## src/rtl/instr_fetch_unit.sv

```systemverilog
// Program buffer plus fetch FSM (IDLE/RUN/DONE) that feeds a CPU Instruction port.
// Optional macro IFU_HALT_ON_SWI_EN: halt on SWI-class words (bits[27:24]=4'hF) instead of presenting them.
module instr_fetch_unit #(
  parameter int DEPTH = 64,
  localparam int AW = $clog2(DEPTH)
) (
  input  logic          clk,
  input  logic          rst,
  input  logic          load_valid,
  input  logic [31:0]   load_data,
  output logic          load_ready,
  input  logic          clear,
  input  logic          start,
  input  logic          stall,
  input  logic          branch_taken,
  input  logic [31:0]   branch_target,
  output logic [31:0]   Instruction,
  output logic          instr_valid,
  output logic [31:0]   PC,
  output logic [AW:0]   prog_len,
  output logic          running,
  output logic          halted
);

  localparam logic [31:0] NOP = 32'hE1A00000;

  typedef enum logic [1:0] {S_IDLE, S_RUN, S_DONE} state_t;

  state_t      state;
  logic [31:0] pc;
  logic [31:0] mem [DEPTH];
  logic [31:0] word;
  logic [31:0] npc;
  logic        npc_end;
  logic        swi;
  logic        load_fire;
  logic        unused_target_bits;

  assign unused_target_bits = ^branch_target[1:0];

  assign running    = (state == S_RUN);
  assign halted     = (state == S_DONE);
  assign PC         = pc;
  assign load_ready = (state == S_IDLE) && (prog_len < (AW+1)'(DEPTH));
  assign load_fire  = load_valid && load_ready && !clear;

  assign word = mem[pc[AW+1:2]];

`ifdef IFU_HALT_ON_SWI_EN
  assign swi = running && (word[27:24] == 4'hF);
`else
  assign swi = 1'b0;
`endif

  assign Instruction = (running && !swi) ? word : NOP;
  assign instr_valid = running && !swi;

  assign npc     = branch_taken ? {branch_target[31:2], 2'b00} : pc + 32'd4;
  assign npc_end = (npc[31:2] >= 30'(prog_len)) || (npc > 32'(DEPTH*4-4));

  // Buffer has no reset so a reset keeps the last program image.
  always_ff @(posedge clk) begin
    if (load_fire && !rst)
      mem[prog_len[AW-1:0]] <= load_data;
  end

  always_ff @(posedge clk or posedge rst) begin
    if (rst) begin
      state    <= S_IDLE;
      pc       <= '0;
      prog_len <= '0;
    end else begin
      case (state)
        S_IDLE, S_DONE: begin
          if (clear) begin
            prog_len <= '0;
            state    <= S_IDLE;
          end else begin
            if (load_fire)
              prog_len <= prog_len + 1'b1;
            if (start && (prog_len != '0)) begin
              pc    <= '0;
              state <= S_RUN;
            end
          end
        end
        S_RUN: begin
          if (swi)
            state <= S_DONE;
          else if (!stall) begin
            pc <= npc;
            if (npc_end)
              state <= S_DONE;
          end
        end
        default: state <= S_IDLE;
      endcase
    end
  end

endmodule

```

## config.mk

```make
export PLATFORM = sky130hd
export DESIGN_NAME = instr_fetch_unit
export DESIGN_NICKNAME = d
export VERILOG_FILES = /design/src/rtl/instr_fetch_unit.sv
export SDC_FILE = /design/constraint.sdc
export NUM_CORES = 2
export LEC_CHECK = 0
export ABC_AREA = 1
export CAP_MARGIN = 30
export CORE_ASPECT_RATIO = 0.7
export CORE_UTILIZATION = 40
export CTS_BUF_LIST = sky130_fd_sc_hd__clkbuf_4 sky130_fd_sc_hd__clkbuf_8
export DETAILED_ROUTE_END_ITERATION = 12
export GPL_TIMING_DRIVEN = 0
export PLACE_DENSITY_LB_ADDON = 0.3
export SLEW_MARGIN = 0
export SYNTH_ARGS = -nofsm -noshare
export SYNTH_HDL_FRONTEND = slang
export SYNTH_SLANG_ARGS = --single-unit
```

## constraint.sdc

```tcl
create_clock -name clk -period 4.2 [get_ports clk]
set_clock_uncertainty 0.1 [all_clocks]
set_input_delay 0.84 -clock clk [delete_from_list [all_inputs] [get_ports clk]]
set_output_delay 0.84 -clock clk [all_outputs]
set_load 0.005 [all_outputs]
```

After elaboration in Yosys (flattened, before gate mapping)
Memory sizes are Yosys's and may differ from the RTL's.
Cells that the tools add are included.
W data, S select, Z words.
{"block": "word_totals", "regBits": 41, "latchBits": 0, "ram_bits": 2048, "mem_bits_ro": 0, "input_bits": 71, "mem_count": 1}
{"memory": "mem", "words": 64, "word_bits": 32, "read_ports": 1, "rd_ports_with_merged_regs": 0, "write_ports": 1, "line_no": "31", "rtl": "logic [31:0] mem [DEPTH];"}
{"block": "classes", "add_sub_neg": 2, "multipliers": 0, "div": 0, "n_lt_le_gt_ge": 3, "eq_ne": 7, "shift": 0, "mux": 15, "bitwise": 0, "n_reduce_logical": 16}
{"cell": "$mux W32", "n": 5}
{"cell": "$pmux W32 S2", "n": 1}
{"cell": "$add A32 B3 Y32 const B", "n": 1}
{"cell": "$gt A32 B8 Y1 const B", "n": 1}
{"cell": "$ge A30 B7 Y1", "n": 1}
{"cell": "$mux W7", "n": 2}
{"cell": "$mux W2", "n": 4}
{"cell": "$add A7 B1 Y7 const B", "n": 1}
{"cell": "$lt A7 B7 Y1 const B", "n": 1}
{"cell": "$reduce_bool A7 Y1", "n": 1}
{"cell": "$ne A2 B2 Y1 const B", "n": 3}
{"cell": "$logic_and A1 B1 Y1", "n": 5}
{"cell": "$pmux W2 S2", "n": 1}
{"cell": "$reduce_and A4 Y1", "n": 1}
{"cell": "$reduce_bool A2 Y1", "n": 2}
{"cell": "$ne A3 B3 Y1 const B", "n": 1}
{"cell": "$reduce_and A3 Y1", "n": 1}
{"cell": "$eq A2 B1 Y1 const B", "n": 1}
{"cell": "$eq A2 B2 Y1 const B", "n": 1}
{"cell": "$logic_not A1 Y1", "n": 2}
{"cell": "$logic_not A2 Y1", "n": 1}
{"cell": "$mux W1", "n": 2}
{"cell": "$ne A2 B1 Y1 const B", "n": 1}
{"cell": "$reduce_and A2 Y1", "n": 1}
{"cell": "2 further kinds", "n": 2}

Depth between registers and ports, before layout
{"block": "logic_depth", "depth_word": 7, "mapped_depth": 20, "mapped_depth_nobuf": 19}

Worst setup path after synthesis
No wires, ideal clock.
{"block": "synth_timing", "path_type": "input-to-reg", "startpoint": "input rst", "endpoint": "memory mem[0][0], enable pin", "setup_ps": 421, "t_arrival_ps": 3891, "setup_slack_ps": -212, "stages": 5, "path_buffers": 0, "cell_sequence": "inv_1 -> nand3_1 -> nor3_1 -> nand3_1 -> nor2_1"}
{"block": "synth_between", "elab_chain_len": 4}
{"item": "from (decl)", "line_no": "8", "rtl": "input logic rst,"}
{"item": "$logic_not A1 Y1 (no source line)"}
{"item": "$logic_and A1 B1 Y1", "line_no": "63", "rtl": "if (load_fire && !rst)"}
{"item": "$mux W1", "line_no": "63"}
{"item": "$mux W1 (implied by the code)", "line_no": "64", "rtl": "mem[prog_len[AW-1:0]] <= load_data;"}
{"item": "to (decl)", "line_no": "31"}
No other way between the ends.

Worst setup path in the final report
{"block": "layout_timing", "startpoint": "register pc[2], in the netlist PC[2]", "endpoint": "output Instruction[16]"}
{"block": "layout_between", "elab_chain_len": 2}
{"item": "from (decl)", "line_no": "30", "rtl": "logic [31:0] pc;"}
{"item": "from (signal assigned)", "line_no": "91", "rtl": "pc <= npc;"}
{"item": "$mem_v2 Z64 W32"}
{"item": "$mux W32", "line_no": "55", "rtl": "assign Instruction = (running && !swi) ? word : NOP;"}
{"item": "to (decl)", "line_no": "17", "rtl": "output logic [31:0] Instruction,"}
No other way between the ends.

==> flow_summary.json <==
{
  "via_count": 62948,
  "gp_congestion": 1.01,
  "synth_edf_count": 2048,
  "grtUsageMet2_pct": 41.9,
  "required_ns": 3.26,
  "crit_buf_inv": 6,
  "die-width_um": 547,
  "hold_violations": 0,
  "dp_hpwl_mm": 231,
  "dieHeight_um": 384,
  "rr_worst_depth": 6,
  "holdPathStages": 1,
  "slew_headroom_pct": 28.6,
  "max_freq_ghz": 0.208,
  "grtUsageMet1_pct": 44.8,
  "fp-row-count": 139,
  "antenna_found_initial": 24,
  "ys_warn_count": 0,
  "drtIter0Drc": 12029,
  "clock_sinks": 2089,
  "slowest_stage": "dfrtp_2",
  "worstSetupPathType": "register to primary output",
  "grt.busiest_layer": "met1",
  "min_path_type": "primary input to register",
  "grt_overflow": 0,
  "crit_path_max_fanout": 11,
  "peakVddDrop_v": 0.000320,
  "worstHoldStart": "load_data[14]",
  "violations": "setup timing",
  "slew_viol_final": 0,
  "dieArea_um2": 210000,
  "grt_max_degree": 65,
  "max_stage_delay_ns": 0.44,
  "grt_pass1_vias": 56894,
  "cts_buffers": 318,
  "clkTransAtPathRegs_ns": 0.06,
  "switchingPower_mw": 28.2,
  "ant_nets": 0,
  "ys_async_sr_fraction_pct": 1.96,
  "arrival_ns": 3.86,
  "status": "complete, but fails checks",
  "ios": 146,
  "p_leak_nw": 33.6,
  "netlist_area_um2": 83200,
  "power_frac_seq_pct": 34.3,
  "clockBufferDepth": 4,
  "end_kind": "primary output",
  "coreArea_um2": 206000,
  "grtUsageTotal_pct": 31.6,
  "groute.layer.met3.usage_pct": 14.4,
  "cts_tree": "built",
  "grt_first_pass_wirelength_mm": 460,
  "fin_crit_sh_pct": 114,
  "final-setup-viol-count": 62,
  "pwr-share-comb_pct": 41.1,
  "clockRootBuffer": "clkbuf_8",
  "fillerInstances": 17474,
  "worst_pin_slew_ns": 1.07,
  "layout-drive-gt1-share_pct": 23.4,
  "areaGrowthSynthToFinish_pct": 23.8,
  "synth_seq_cells": 2089,
  "hold_path_end": "mem[53][14]",
  "drv_cap": 0,
  "dr.pass1.iters": 6,
  "drcViolationCount": 0,
  "io_buffers": 143,
  "min_period_ns": 4.80,
  "synth.distinct_cells": 42,
  "ys_seq_area_share_pct": 75.2,
  "power_density_nw_per_um2": 660,
  "clkLatencyLatePin_ns": 0.94,
  "r2r_start": "state[0]",
  "initial_core_util_pct": 40.4,
  "grt_setup_unrepaired": "true",
  "timing.rr.end": "mem[12][9]",
  "p_clk_share_pct": 24.6,
  "syn_avg_cell_area_um2": 13.5,
  "setup_tns_ns": -17.40,
  "cpLargestDelayFamily": "buffers and inverters",
  "htreeDepth": 5,
  "nNetsFinal": 6941,
  "synth-main-ff-cell": "edfxtp_1",
  "worstPathCellList": "buf_12, buf_16, buf_16, buf_12, buf_6, nor2_4, o22ai_4, o211ai_1, nand3_2, nand3_4, a31oi_4, buf_2",
  "synth_nets": 6253,
  "place_ws_ns": -1.77,
  "viasPerCell": 6.39,
  "r2r_slack_ns": 0.11,
  "swShare_pct": 41.5,
  "p_int_mw": 39.8,
  "setup_ws_ns": -0.604,
  "final_util_pct": 50.0,
  "wl_mm": 344,
  "wl_per_cell_um": 34.9,
  "startpoint_type": "register",
  "synth_cells": 6172
}
==> layout by cell type, fill, tap and decap left out, types with 31 or more instances in the layout <==
cell | Yosys | final
o22ai_1 | 283 | 211
mux2i_1 | 61 | 55
nor2_2 | 1 | 32
a21oi_4 | 0 | 33
buf_6 | 4 | 68
o22ai_2 | 0 | 61
nand3_2 | 0 | 43
clkbuf_2 | 2 | 132
buf_4 | 41 | 113
nor2_1 | 1163 | 1045
o211ai_1 | 152 | 152
o21ai_0 | 950 | 898
o221ai_1 | 274 | 186
dfrtp_1 | 41 | 39
clkbuf_1 | 265 | 42
buf_8 | 0 | 51
clkdlybuf4s50_1 | 0 | 79
buf_16 | 0 | 32
nand3_1 | 173 | 99
inv_1 | 75 | 72
o221ai_2 | 0 | 80
nor2_4 | 4 | 91
clkbuf_8 | 0 | 348
clkbuf_4 | 1 | 156
edfxtp_1 | 2048 | 2048
buf_12 | 0 | 150
nand3_4 | 0 | 31
clkinv_2 | 0 | 31
o21ai_1 | 100 | 126
buf_2 | 128 | 52
clkinv_1 | 12 | 77
nand2_1 | 238 | 228
==> synth_stat cells, types with 61 or more instances <==
| cell | n | area, um2 |
|---|---|---|
| o22ai_1 | 283 | 1770 |
| clkbuf_1 | 265 | 995 |
| a21oi_1 | 62 | 310 |
| buf_2 | 128 | 641 |
| o211ai_1 | 152 | 1140 |
| nand2_1 | 238 | 893 |
| edfxtp_1 | 2048 | 61500 |
| nand3_1 | 173 | 866 |
| o21ai_1 | 100 | 500 |
| o221ai_1 | 274 | 2400 |
| o21ai_0 | 950 | 4750 |
| nor2_1 | 1163 | 4370 |
| mux2i_1 | 61 | 611 |
| inv_1 | 75 | 282 |
==> cells by family (layout without fill, tap and decap cells) <==
family                     Yosys count  after routing  synth area share (%)
AOI/OAI and AO/OA                 1855           1855                  13.4
xor gates and xnor gates             1              1                0.0105
adders and majority gates           10             10                 0.150
buffers and inverters              546           1457                  2.88
DFF                               2089           2089                  75.2
muxes                               61             61                 0.734
other                                0             24                     0
and+or+nand+nor                   1610           1610                  7.68
==> flip-flops by register name, indices dropped and copies added (netlist names) <==
register	count
mem	2048
state	2
PC	32
prog_len	7
==> worst register-to-register path: stages, from the launching register on <==
cell and delay [ns]:
dfrtp_1 0.46, nor3_1 0.31, nand3_1 0.28, nor3_1 0.74
nand3_2 0.72, nor2_4 0.85, buf_12 0.30
==> worst max-delay path by stage <==
stage,startpoint,end,cells after the start
global placement,rst,mem[40][11],6
floorplan,rst,mem[0][0],5
CTS,PC[2],Instruction[15],16
finish,PC[2],Instruction[16],12
detailed placement,PC[2],Instruction[16],12
global route,PC[2],Instruction[0],15
==> power groups by stage <==
stage	Clock [mW]	Combinational, mW	Sequential, mW
after floorplan	0	9.84	23.6
after global placement	0	20.5	23.8
after detailed placement	0	21.1	23.8
after CTS	16.6	24.9	23.3
after global routing	17.5	28.1	23.3
final	16.7	28.0	23.3
==> layout make-up <==
cell class | instances | area [um2] | area share [%]
sequential | 2089 | 62500 | 60.7
timing repair buffer | 379 | 5260 | 5.10
multi-input combinational | 3537 | 21500 | 20.8
clock inverter | 126 | 801 | 0.777
clock buffer | 417 | 5140 | 4.99
inverter | 96 | 388 | 0.376
tap | 2749 | 3440 | 3.34
antenna | 24 | 60.1 | 0.0583
buffer | 439 | 3960 | 3.84
==> routing by layer <==
layer	vias up	part of all wire, %
met2	5952	39
met4	16	4.3
met5	-	0.11
li1	24935	-
met3	873	19
met1	31172	38
==> stage by stage <==
step	cells	instance area (um2)	power [mW]	hold WS (ns)
global route	9837	103000	68.9	0.0450
finish	9856	103000	68.0	0.0793
floorplan	6172	83200	33.5	0.384
global placement	9064	88100	44.4	0.412
detailed placement	9182	90800	44.8	0.424
CTS	9779	101000	64.9	0.0410
==> repair_timing <==
action	in CTS	in global routing
resized for setup	1148	374
pin swaps	149	215
cloned	6	8
hold buffers	0	0
endpoints found under the setup margin	147	326
buffers inserted	49	51
No activity file was read; power rests on OpenSTA's default activity.
